==> src/rtl/tremolo_pkg.sv <==
// Shared types and constants for the tremolo modulator.
package tremolo_pkg;

   localparam int DEPTH_W   = 3;
   localparam int LFO_SHIFT = 15;
   localparam int LFOQ_W    = 16;
   localparam int GAIN_W    = 16;
   localparam int GAIN_FRAC = 15;

   localparam logic [GAIN_W-1:0] UNITY_GAIN = 16'd32768;

   typedef enum logic [1:0] {
      S_BYPASS,
      S_RUN,
      S_RELEASE
   } state_t;

   // LFO word scaled down to a 16-bit modulation value, clamped so that
   // out-of-range LFO words cannot wrap the gain computation.
   function automatic logic signed [LFOQ_W-1:0] sat_lfo(input logic signed [31:0] lfo);
      logic signed [31:0]       sh;
      logic signed [LFOQ_W-1:0] res;
      sh = lfo >>> LFO_SHIFT;
      if (sh > 32'sd32767)
         res = 16'sh7FFF;
      else if (sh < -32'sd32768)
         res = 16'sh8000;
      else
         res = LFOQ_W'(sh);
      return res;
   endfunction

endpackage

==> src/rtl/tremolo_modulator_if.sv <==
// Sample/control bundle between the audio source, the modulator and the DAC path.
interface tremolo_modulator_if
   import tremolo_pkg::*;
#(
   parameter int DATA_W = 16
);
   logic                     i_start;
   logic [DEPTH_W-1:0]       i_depth;
   logic signed [31:0]       i_lfo;
   logic                     i_valid;
   logic signed [DATA_W-1:0] i_sample;
   logic                     o_valid;
   logic signed [DATA_W-1:0] o_sample;
   logic                     o_active;
   logic [DEPTH_W-1:0]       o_eff_depth;

   modport master (
      output i_start, i_depth, i_lfo, i_valid, i_sample,
      input  o_valid, o_sample, o_active, o_eff_depth
   );

   modport slave (
      input  i_start, i_depth, i_lfo, i_valid, i_sample,
      output o_valid, o_sample, o_active, o_eff_depth
   );
endinterface

==> src/rtl/tremolo_gain.sv <==
// Combinational gain: maps the scaled LFO value and current depth to a
// Q1.15 unsigned gain in 4097..32768. Bypass forces unity.
module tremolo_gain
   import tremolo_pkg::*;
(
   input  logic signed [LFOQ_W-1:0] lfo_q,
   input  logic [DEPTH_W-1:0]       eff_depth,
   input  logic                     bypass,
   output logic [GAIN_W-1:0]        gain
);
   logic [15:0] m;
   logic [15:0] a;
   logic [18:0] scaled;

   // a = distance of the LFO below its rest peak; the deeper the trough, the more attenuation
   always_comb begin
      m      = $unsigned(lfo_q) + 16'h8000;
      a      = 16'hFFFF - m;
      scaled = 19'(a) * 19'(eff_depth);
      gain   = bypass ? UNITY_GAIN : UNITY_GAIN - GAIN_W'(scaled >> 4);
   end

endmodule

==> src/rtl/tremolo_modulator.sv <==
// Tremolo (amplitude modulation) of a signed PCM stream by the triangle LFO.
// 3-stage pipeline, one sample per cycle; depth changes ramp one step per
// RAMP_SAMPLES accepted samples. Define TREMOLO_ROUND_EN to round the final
// product half-up instead of truncating.
module tremolo_modulator
   import tremolo_pkg::*;
#(
   parameter int DATA_W       = 16,
   parameter int RAMP_SAMPLES = 256
) (
   input logic                i_clk,
   input logic                i_rst_n,
   tremolo_modulator_if.slave bus
);
   localparam int CNT_W  = $clog2(RAMP_SAMPLES);
   localparam int STAGES = 3;
   localparam int PROD_W = DATA_W + 17;

   state_t                   state;
   logic [CNT_W-1:0]         ramp_cnt;
   logic [DEPTH_W-1:0]       eff_depth;
   logic                     wrap;
   logic [STAGES:1]          vld_pipe;
   logic signed [DATA_W-1:0] s1_sample;
   logic signed [LFOQ_W-1:0] s1_lfo_q;
   logic signed [DATA_W-1:0] s2_sample;
   logic [GAIN_W-1:0]        gain;
   logic [GAIN_W-1:0]        s2_gain;
   logic signed [PROD_W-1:0] prod;
   logic signed [DATA_W-1:0] out_sample;

   assign wrap = bus.i_valid && (ramp_cnt == CNT_W'(RAMP_SAMPLES - 1));

   // Effect state, ramp counter and ramped depth; a start/stop change beats a coincident depth step
   always_ff @(posedge i_clk or negedge i_rst_n) begin
      if (!i_rst_n) begin
         state     <= S_BYPASS;
         ramp_cnt  <= '0;
         eff_depth <= '0;
      end else begin
         case (state)
            S_BYPASS: begin
               ramp_cnt  <= '0;
               eff_depth <= '0;
               if (bus.i_start)
                  state <= S_RUN;
            end
            S_RUN: begin
               if (bus.i_valid)
                  ramp_cnt <= ramp_cnt + 1'b1;
               if (!bus.i_start)
                  state <= S_RELEASE;
               else if (wrap) begin
                  if (eff_depth < bus.i_depth)
                     eff_depth <= eff_depth + 1'b1;
                  else if (eff_depth > bus.i_depth)
                     eff_depth <= eff_depth - 1'b1;
               end
            end
            S_RELEASE: begin
               if (bus.i_start) begin
                  state <= S_RUN;
                  if (bus.i_valid)
                     ramp_cnt <= ramp_cnt + 1'b1;
               end else if (eff_depth == '0) begin
                  state    <= S_BYPASS;
                  ramp_cnt <= '0;
               end else begin
                  if (bus.i_valid)
                     ramp_cnt <= ramp_cnt + 1'b1;
                  if (wrap)
                     eff_depth <= eff_depth - 1'b1;
               end
            end
            default: begin
               state    <= S_BYPASS;
               ramp_cnt <= '0;
            end
         endcase
      end
   end

   // Valid shift register; reset drops every in-flight sample
   always_ff @(posedge i_clk or negedge i_rst_n) begin
      if (!i_rst_n)
         vld_pipe <= '0;
      else
         vld_pipe <= {vld_pipe[STAGES-1:1], bus.i_valid};
   end

   // Stage 1: capture sample and saturated LFO value
   always_ff @(posedge i_clk or negedge i_rst_n) begin
      if (!i_rst_n) begin
         s1_sample <= '0;
         s1_lfo_q  <= '0;
      end else if (bus.i_valid) begin
         s1_sample <= bus.i_sample;
         s1_lfo_q  <= sat_lfo(bus.i_lfo);
      end
   end

   tremolo_gain u_gain (
      .lfo_q     (s1_lfo_q),
      .eff_depth (eff_depth),
      .bypass    (state == S_BYPASS),
      .gain      (gain)
   );

   // Stage 2: capture gain computed from the depth current at this stage
   always_ff @(posedge i_clk or negedge i_rst_n) begin
      if (!i_rst_n) begin
         s2_sample <= '0;
         s2_gain   <= '0;
      end else if (vld_pipe[1]) begin
         s2_sample <= s1_sample;
         s2_gain   <= gain;
      end
   end

   // Signed product; gain is at most unity so the shifted result always fits
   always_comb begin
      prod = PROD_W'(s2_sample) * PROD_W'($signed({1'b0, s2_gain}));
`ifdef TREMOLO_ROUND_EN
      prod = prod + PROD_W'(1 << (GAIN_FRAC - 1));
`endif
   end

   // Stage 3: scale back to sample width
   always_ff @(posedge i_clk or negedge i_rst_n) begin
      if (!i_rst_n)
         out_sample <= '0;
      else if (vld_pipe[2])
         out_sample <= DATA_W'(prod >>> GAIN_FRAC);
   end

   assign bus.o_valid     = vld_pipe[STAGES];
   assign bus.o_sample    = out_sample;
   assign bus.o_active    = (state != S_BYPASS);
   assign bus.o_eff_depth = eff_depth;

endmodule

==> src/flat_wrapper.sv <==
// flat-port wrapper written by rule: the top's interface ports become plain ports
module tremolo_modulator_flat import tremolo_pkg::*;
#(
   parameter int DATA_W       = 16,
   parameter int RAMP_SAMPLES = 256
)
  (i_clk, i_rst_n, bus_i_start, bus_i_depth, bus_i_lfo, bus_i_valid, bus_i_sample, bus_o_valid, bus_o_sample, bus_o_active, bus_o_eff_depth);
  tremolo_modulator_if #(.DATA_W(DATA_W)) bus_i ();
  input logic i_clk;
  input logic i_rst_n;
  input wire logic [$bits(bus_i.i_start)-1:0] bus_i_start;
  input wire logic [$bits(bus_i.i_depth)-1:0] bus_i_depth;
  input wire logic [$bits(bus_i.i_lfo)-1:0] bus_i_lfo;
  input wire logic [$bits(bus_i.i_valid)-1:0] bus_i_valid;
  input wire logic [$bits(bus_i.i_sample)-1:0] bus_i_sample;
  output wire logic [$bits(bus_i.o_valid)-1:0] bus_o_valid;
  output wire logic [$bits(bus_i.o_sample)-1:0] bus_o_sample;
  output wire logic [$bits(bus_i.o_active)-1:0] bus_o_active;
  output wire logic [$bits(bus_i.o_eff_depth)-1:0] bus_o_eff_depth;
  assign bus_i.i_start = bus_i_start;
  assign bus_i.i_depth = bus_i_depth;
  assign bus_i.i_lfo = bus_i_lfo;
  assign bus_i.i_valid = bus_i_valid;
  assign bus_i.i_sample = bus_i_sample;
  assign bus_o_valid = bus_i.o_valid;
  assign bus_o_sample = bus_i.o_sample;
  assign bus_o_active = bus_i.o_active;
  assign bus_o_eff_depth = bus_i.o_eff_depth;
  tremolo_modulator #(.DATA_W(DATA_W), .RAMP_SAMPLES(RAMP_SAMPLES)) u_core (.i_clk(i_clk), .i_rst_n(i_rst_n), .bus(bus_i));
endmodule
==> config.mk <==
export PLATFORM = sky130hd
export DESIGN_NAME = tremolo_modulator_flat
export DESIGN_NICKNAME = d
export VERILOG_FILES = /design/src/rtl/tremolo_pkg.sv /design/src/rtl/tremolo_modulator_if.sv /design/src/rtl/tremolo_gain.sv /design/src/rtl/tremolo_modulator.sv /design/src/flat_wrapper.sv
export SDC_FILE = /design/constraint.sdc
export NUM_CORES = 1
export LEC_CHECK = 0
export ABC_AREA = 1
export BUFFER_PORTS_ARGS = -buffer_cell sky130_fd_sc_hd__buf_2
export CORE_MARGIN = 4
export CORE_UTILIZATION = 64
export DETAILED_ROUTE_END_ITERATION = 7
export GPL_TIMING_DRIVEN = 0
export HOLD_SLACK_MARGIN = 0.03
export PLACE_DENSITY = 0.83
export SLEW_MARGIN = 20
export SYNTH_ARGS = -nofsm -noshare
export SYNTH_HDL_FRONTEND = slang
export SYNTH_SLANG_ARGS = --single-unit
export TNS_END_PERCENT = 1
==> constraint.sdc <==
create_clock -name i_clk -period 7.55 [get_ports i_clk]
set_input_delay 0.755 -clock i_clk [delete_from_list [all_inputs] [get_ports i_clk]]
set_output_delay 0.755 -clock i_clk [all_outputs]
set_load 0.05 [all_outputs]
# After elaboration in Yosys (flattened, before gate mapping)
# Index checks and enable logic that the tools add are counted.
[word_totals]
register_bits = 96
output_inout_bits = 21
elab_cells = 60
[classes]
addsub = 6
multipliers = 2
magnitude_cmp = 4
eq_ne = 12
muxes = 20
n_reduce_logical = 7
[ops]
columns = ["operator", "count"]
rows = [
  ["$mux W16", 3],
  ["$mul A16 B17 Y31", 1],
  ["$mux W8", 3],
  ["$mux W3", 7],
  ["$mul A16 B3 Y19", 1],
  ["$gt A17 B16 Y1 const B", 1],
  ["$lt A17 B16 Y1 const B", 1],
  ["$add A16 B16 Y16 const B", 1],
  ["$pmux W8 S2", 1],
  ["$sub A16 B15 Y16 const A", 1],
  ["$sub A16 B16 Y16 const A", 1],
  ["$ne A2 B2 Y1 const B", 5],
  ["$pmux W3 S3", 1],
  ["$add A8 B1 Y8 const B", 1],
  ["$eq A8 B8 Y1 const B", 1],
  ["$mux W2", 4],
  ["$reduce_and A7 Y1", 1],
  ["$pmux W2 S3", 1],
  ["$ne A2 B1 Y1 const B", 2],
  ["$add A3 B1 Y3 const B", 1],
  ["$gt A3 B3 Y1", 1],
  ["$logic_not A3 Y1", 1],
  ["$lt A3 B3 Y1", 1],
  ["$ne A3 B1 Y1 const B", 1],
  ["other kinds (9)", 9],
]

# Longest topological paths before layout
# Gate-level depths: netlist (run 1).
[depth]
depth_word = 6
ltp_mapped = 27
ltp_nobuf = 25

# Cells and area by module
# A second synthesis (run 1) with hierarchy kept.
[hier_totals]
cells_unflattened = 2124
area_unflattened_um2 = 15265.9
[by_module_without_submodules]
columns = ["mod", "n_inst", "cells_each", "area_each_um2", "seq_area_each_um2"]
rows = [
  ["tremolo_modulator", 1, 1755, 13241.4, 2402.3],
  ["tremolo_gain", 1, 369, 2024.4, 0.0],
]

# Worst setup path before layout (run 1)
# No wires, ideal clock.
[synth_path]
kind = "register to register"
start = "register u_core.s2_gain[5]"
end = "register u_core.out_sample[8] (netlist: u_core.bus.o_sample[8])"
setup_ns = 0.118
arrival_time_ns = 5.582
path_slack_ns = 1.850
path_stages_with_launch = 27
synth_period_minus_slack_ns = 5.700
path_cell_list = "dfrtp_1 > clkbuf_1 > clkbuf_1 > nand2_1 > fa_1 > inv_1 > fa_1 > inv_1 > fa_1 > inv_1 > fa_1 > fa_1 > inv_1 > fa_1 > inv_1 > ha_1 > a21oi_1 > inv_1 > a31oi_1 > nor2_1 > nor2_1 > nand2_1 > nand2_1 > nand2_1 > or2_2 > nand3_1 > nand2_1"
[synth_between]
elab_chain_cells = 1
[synth_lines]
columns = ["element", "line_no", "source"]
rows = [
  ["start: declaration", "tremolo_modulator.sv:28", "logic [GAIN_W-1:0] s2_gain;"],
  ["start signal: assignment", "tremolo_modulator.sv:116", "s2_gain <= gain;"],
  ["$mul A16 B17 Y31", "tremolo_modulator.sv:122", "prod = PROD_W'(s2_sample) * PROD_W'($signed({1'b0, s2_gain}));"],
  ["end signal: assignment", "tremolo_modulator.sv:133", "out_sample <= DATA_W'(prod >>> GAIN_FRAC);"],
  ["end: declaration", "tremolo_modulator.sv:30", "logic signed [DATA_W-1:0] out_sample;"],
]
# No other way between the ends.
# A chain may end at the register's enable or synchronous reset.

# Worst setup path after layout (run 1)
[layout_path]
start = "register u_core.s2_sample[12]"
end = "register u_core.out_sample[6] (netlist: u_core.bus.o_sample[6])"
[layout_between]
elab_chain_cells = 1
[layout_lines]
columns = ["element", "line_no", "source"]
rows = [
  ["start: declaration", "tremolo_modulator.sv:26", "logic signed [DATA_W-1:0] s2_sample;"],
  ["start signal: assignment", "tremolo_modulator.sv:115", "s2_sample <= s1_sample;"],
  ["$mul A16 B17 Y31", "tremolo_modulator.sv:122", ""],
]
# No other way between the ends.

==> results of run 1 <==
==> placed cells by master (no fill, tap or decap), types with 6 or more instances in the layout <==
cell type and instances:
a21oi_1 57, a22oi_1 15, a31oi_1 13, buf_2 61, clkbuf_1 75, clkbuf_16 9
dfrtp_1 96, fa_1 207, ha_1 136, inv_1 486, nand2_1 548, nand2_2 11
nand3_1 47, nand4_1 13, nor2_1 88, nor3_1 9, o21ai_0 66, o21ai_1 7
or2_2 9, xnor2_1 8, xor2_1 6
==> worst max-delay path, cell delays in order (launching register included) <==
cell,delay (ps)
dfrtp_1,350
clkbuf_1,460
clkbuf_1,490
nand2_1,180
fa_1,570
inv_1,50
fa_1,470
fa_1,530
fa_1,530
fa_1,540
inv_1,60
fa_1,530
inv_1,40
ha_1,390
nand2_1,120
nor2_1,220
inv_1,80
nor2_1,470
nand4_1,180
nand3_1,180
xnor2_1,130
o21ai_0,90
==> how the worst max path moves through the flow <==
| stage | startpoint | to | slack [ps] | depth (start not counted) |
|---|---|---|---|---|
| floorplan | u_core.s2_gain[5] | u_core.bus.o_sample[8] | 1850 | 26 |
| global placement | u_core.s2_gain[5] | u_core.bus.o_sample[7] | 1070 | 23 |
| detailed placement | u_core.s2_gain[5] | u_core.bus.o_sample[7] | 980 | 23 |
| CTS | u_core.s2_gain[5] | u_core.bus.o_sample[7] | 950 | 23 |
| global route | u_core.s2_gain[5] | u_core.bus.o_sample[7] | 450 | 23 |
| finish | u_core.s2_sample[12] | u_core.bus.o_sample[6] | 750 | 21 |
==> routing by layer <==
| metal | up-vias | track usage | wire length (um) | part of all wire |
|---|---|---|---|---|
| li1 | 5983 | - | - | - |
| met1 | 6132 | 0.410 | 15500 | 0.41 |
| met2 | 530 | 0.510 | 17600 | 0.46 |
| met3 | 137 | 0.0532 | 2810 | 0.074 |
| met4 | 0 | 0.158 | 2170 | 0.057 |
| met5 | - | 0 | 0 | 0 |
==> sequential cells by signal (all words and copies together), names as in the netlist, 3 cells and up <==
register and flops:
u_core.s1_lfo_q 16, u_core.bus.o_sample 16, u_core.vld_pipe 3, u_core.s2_gain 16, u_core.s2_sample 16, u_core.s1_sample 16, u_core.bus.o_eff_depth 3, u_core.ramp_cnt 8
==> cell type report <==
class	count	area (um^2)
buffer	83	333
tap	285	357
multi-input combinational	1296	10200
sequential	96	2400
clock buffer	9	225
inverter	494	1860
clock inverter	7	86.3
fill	1871	6860
timing repair buffer	61	334
==> kinds of logic after synthesis <==
family,synth area share
buffers and inverters,0.148
AND/OR/NAND/NOR,0.214
flip-flops,0.163
AO/OA/AOI/OAI,0.0702
adder cells (fa/ha/maj),0.396
XOR/XNOR,0.00940
==> metrics by stage <==
step | cells | hold slack, ps
after detailed placement | 2315 | 379
after floorplan | 1969 | 352
after global placement | 2314 | 370
after CTS | 2331 | 334
after global routing | 2331 | 344
final | 2331 | 301
==> results.py, run 1 <==
metrics = {
    "global_routing": {
        "antenna_found_initial": 0,
        "grt_max_degree": 51,
        "overflow": 0,
        "grt_pass1_wl_mm": 64.4,
        "grt_pass1_vias": 13283,
        "grt_usage": 0.314,
    },
    "logic_synthesis": {
        "synth_top_area_frac": 0.280,
        "synth_commonest_cells": "nand2_1 (548), inv_1 (486), fa_1 (207)",
        "synthTopCellsByArea": "fa_1 (28%), dfrtp_1 (16%), nand2_1 (14%), inv_1 (12%), ha_1 (12%)",
        "synth-main-ff-cell": "dfrtp_1",
        "synth_edf_count": 0,
        "syn_area_um2": 14800,
        "yosysUniqueCellTypes": 53,
        "synthCells": 1969,
        "ys_seq_area_frac": 0.163,
        "synth_top_cell_by_area": "fa_1",
        "synth_nets": 2367,
        "ys_ff_latch": 96,
        "yosysWarnings": 0,
        "async_reset_ff_frac": 1.00,
        "syn_area_per_cell_um2": 7.50,
        "synth_most_common_cell": "nand2_1",
    },
    "timing": {
        "hold_viol": 0,
        "max-slew-margin-rel": 0.525,
        "period_share": 0.901,
        "fin_setup_tns_ps": 0,
        "min_period_ps": 6800,
        "tightest_slew_ps": 713,
        "fmax_mhz": 147,
        "setup_slack_ps": 751,
        "rsz0062_at_grt": "no",
        "finalClockSkew_ps": 13.3,
        "slew_violations": 0,
        "finalSetupViolCount": 0,
    },
    "floorplanning": {
        "start_util": 0.653,
        "core-area_um2": 22600,
        "ios": 76,
        "die-area_um2": 25600,
        "die_h_um": 160,
        "rows": 55,
        "die_x_um": 160,
    },
    "worst_setup_path": {
        "cp-start-kind": "register",
        "arrival_ps": 7050,
        "cp.required_ps": 7800,
        "reg2regPathDepth": 21,
        "timing.rr.start": "u_core.s2_sample[12]",
        "worstPathMaxFanout": 10,
        "r2r_end": "u_core.bus.o_sample[6]",
        "r2r_slack_ps": 750,
        "criticalPathCategory": "register to register",
        "end_kind": "register",
    },
    "placement": {
        "dpl_cell_area_um2": 15500,
        "gp_congestion": 0.951,
        "pre_cts_ws_ps": 983,
        "dp_hpwl_mm": 31.7,
        "io_buffers": 60,
    },
    "status": {
        "status": "completed",
    },
    "cells_and_area": {
        "diodes": 0,
        "drive_gt1_frac": 0.0630,
        "final_util": 0.697,
        "final_area_um2": 15800,
        "nets": 2439,
        "area_growth_syn_to_layout_pct": 6.78,
    },
    "clock_network": {
        "cts_tree": "built",
        "holdBufCountCts": 0,
        "clock_sinks": 96,
        "htree_levels": 3,
        "cts-buffers-inserted": 9,
        "ctsRootBufferMaster": "clkbuf_16",
        "path_clk_slew_ps": 90,
        "clkLatencyLatePin_ps": 370,
        "cts_resized": 0,
        "post_cts_buffers": 0,
        "cts_buffer_depth": 2,
    },
    "detailed_routing": {
        "firstDrtPassIters": 6,
        "antenna_left": 0,
        "vias_per_cell": 5.48,
        "wl_per_cell_um": 16.3,
        "vias": 12782,
        "drtIter0Drc": 1136,
        "wl_mm": 38.1,
        "drc": 0,
    },
    "hold_path": {
        "hold_class": "input pin to async pin",
    },
    "flow_run": {
        "max_cap_violations": 0,
    },
}
Power of run 1 is left out: the tool's default activity adds up to more than one toggle a clock period on the data nets, which glitch-free logic cannot reach.
==> run 2, diff against run 1 <==
--- a/config.mk
+++ b/config.mk
@@ -7,14 +7,16 @@
 export LEC_CHECK = 0
 export ABC_AREA = 1
 export BUFFER_PORTS_ARGS = -buffer_cell sky130_fd_sc_hd__buf_2
+export CELL_PAD_IN_SITES_DETAIL_PLACEMENT = 1
+export CELL_PAD_IN_SITES_GLOBAL_PLACEMENT = 2
 export CORE_MARGIN = 4
-export CORE_UTILIZATION = 64
+export CORE_UTILIZATION = 38
 export DETAILED_ROUTE_END_ITERATION = 7
 export GPL_TIMING_DRIVEN = 0
 export HOLD_SLACK_MARGIN = 0.03
-export PLACE_DENSITY = 0.83
+export PLACE_DENSITY_LB_ADDON = 0.1
 export SLEW_MARGIN = 20
 export SYNTH_ARGS = -nofsm -noshare
 export SYNTH_HDL_FRONTEND = slang
 export SYNTH_SLANG_ARGS = --single-unit
-export TNS_END_PERCENT = 1
+export TNS_END_PERCENT = 100
==> run 2 against run 1 <==
Critical path depth stayed put. Non-clock buffer count unchanged. Clock skew decreased by 1.6 ps. Flip-flop and latch count is the same. Worst setup slack worse by 160 ps. Die area is 65% higher. Global-route usage down 8.6 points. Sequential share of layout area down 0.27 points. Critical path type unchanged.
==> results.py, run 2 (same netlist as run 1, synthesis figures left out) <==
metrics = {
    "worst_setup_path": {
        "critical-path-max-stage-delay_ps": 570,
        "cp-endpoint": "u_core.bus.o_sample[6]",
        "r2r_end": "u_core.bus.o_sample[6]",
        "worstPathMaxFanout": 10,
        "arrival_ps": 7230,
        "end_kind": "register",
        "critPathLaunch": "u_core.s2_gain[9]",
        "path_common_cell": "fa_1",
        "timing.rr.start": "u_core.s2_gain[9]",
        "cp.required_ps": 7820,
        "worstPathCellList": "clkbuf_1, clkbuf_1, nand2_1, fa_1, fa_1, inv_1, fa_1, fa_1, fa_1, inv_1, fa_1, inv_1, ha_1, nand2_1, nor2_1, inv_1, nor2_1, nand4_1, nand3_1, xnor2_1, o21ai_0",
        "crit_path_top_delay_cell": "clkbuf_1",
        "r2r_slack_ps": 590,
        "cp-start-kind": "register",
        "reg2regPathDepth": 21,
        "criticalPathCategory": "register to register",
    },
    "cells_and_area": {
        "diodes": 0,
        "final_util": 0.422,
        "nets": 2439,
        "multi_input_area_um2": 10200,
        "final_common_cell": "nand2_1",
        "fill_cells": 4863,
        "drive_gt1_frac": 0.0630,
        "seq_area_um2": 2400,
        "layout.cells.most_common_list": "nand2_1 (548), inv_1 (486), fa_1 (207)",
        "area_growth_syn_to_layout_pct": 8.68,
    },
    "detailed_routing": {
        "wl_mm": 45.1,
        "wl_per_cell_um": 17.6,
        "drc": 0,
        "firstDrtPassIters": 5,
        "drtIter0Drc": 530,
        "vias_per_cell": 4.87,
        "vias": 12448,
        "antenna_left": 0,
    },
    "floorplanning": {
        "die_x_um": 205,
        "ios": 76,
        "rows": 71,
        "die_h_um": 205,
        "die-area_um2": 42100,
        "core-area_um2": 38000,
        "start_util": 0.389,
    },
    "clock_network": {
        "cts_buffer_depth": 2,
        "ctsRootBufferMaster": "clkbuf_16",
        "cts_tree": "built",
        "cts_resized": 0,
        "path_clk_slew_ps": 90,
        "cts-buffers-inserted": 9,
        "htree_levels": 3,
        "post_cts_buffers": 0,
        "clkLatencyLatePin_ps": 390,
        "clock_sinks": 96,
        "holdBufCountCts": 0,
    },
    "status": {
        "status": "completed",
    },
    "placement": {
        "gp_congestion": 0.876,
        "io_buffers": 60,
        "dp_hpwl_mm": 38.9,
        "pre_cts_ws_ps": 706,
    },
    "timing": {
        "fmax_mhz": 144,
        "fin_setup_tns_ps": 0,
        "setup_slack_ps": 589,
        "min_period_ps": 6960,
        "period_share": 0.922,
        "slew_violations": 0,
        "hold_viol": 0,
        "finalSetupViolCount": 0,
        "hold_ws_ps": 297,
        "max-slew-margin-rel": 0.439,
        "tightest_slew_ps": 833,
        "rsz0062_at_grt": "no",
        "finalClockSkew_ps": 11.7,
    },
    "global_routing": {
        "antenna_found_initial": 1,
        "overflow": 0,
        "grt_usage": 0.228,
        "grt_pass1_wl_mm": 74.0,
        "grt_max_degree": 52,
        "grt_pass1_vias": 14028,
    },
    "hold_path": {
        "hold_class": "input pin to async pin",
    },
    "flow_run": {
        "max_cap_violations": 0,
    },
}
[run 2: cell types whose count changed in the layout (fill, tap and decap cells not counted)]
| cell | before | now |
|---|---|---|
| inv_8 | 1 | 3 |
| clkinv_4 | 3 | 1 |
| inv_12 | 1 | 0 |
| inv_6 | 0 | 1 |
[run 2: critical path: cells and delay by family, from the launching register on]
| family | cells | cell delay (ps) |
|---|---|---|
| flops | 1 | 340 |
| compound gates | 1 | 90 |
| buf+inv | 6 | 1370 |
| fa+ha+maj | 7 | 3500 |
| simple gates | 6 | 1410 |
| xor+xnor | 1 | 140 |
[run 2: layout make-up]
cell class / instances / share of cell area
multi-input combinational: 1296 / 0.634
sequential: 96 / 0.150
inverter: 494 / 0.116
tap: 511 / 0.0398
timing repair buffer: 61 / 0.0208
buffer: 83 / 0.0207
clock buffer: 9 / 0.0140
clock inverter: 7 / 0.00522
[run 2: worst min path at each step]
stage                                    end  slack [ps]  cells past startpoint
final                     u_core.s1_lfo_q[9]         300                      1
after global routing      u_core.s1_lfo_q[8]         330                      1
after CTS                 u_core.s1_lfo_q[9]         310                      1
after detailed placement  u_core.vld_pipe[3]         390                      0
after global placement    u_core.vld_pipe[3]         400                      0
after floorplan           u_core.vld_pipe[3]         350                      0
[run 2: metrics by stage]
step	area (um^2)	cells
2_1_floorplan	14800	1969
3_3_place_gp	15700	2540
3_5_place_dp	15700	2541
4_1_cts	16100	2557
5_1_grt	16100	2557
6_report	16100	2557
[run 2: metal layers]
layer	part of all wire	global-route usage
met1	0.43	0.281
met2	0.50	0.405
met3	0.039	0.0375
met4	0.033	0.0792
met5	0	0
Power of run 2 is left out for the same reason.
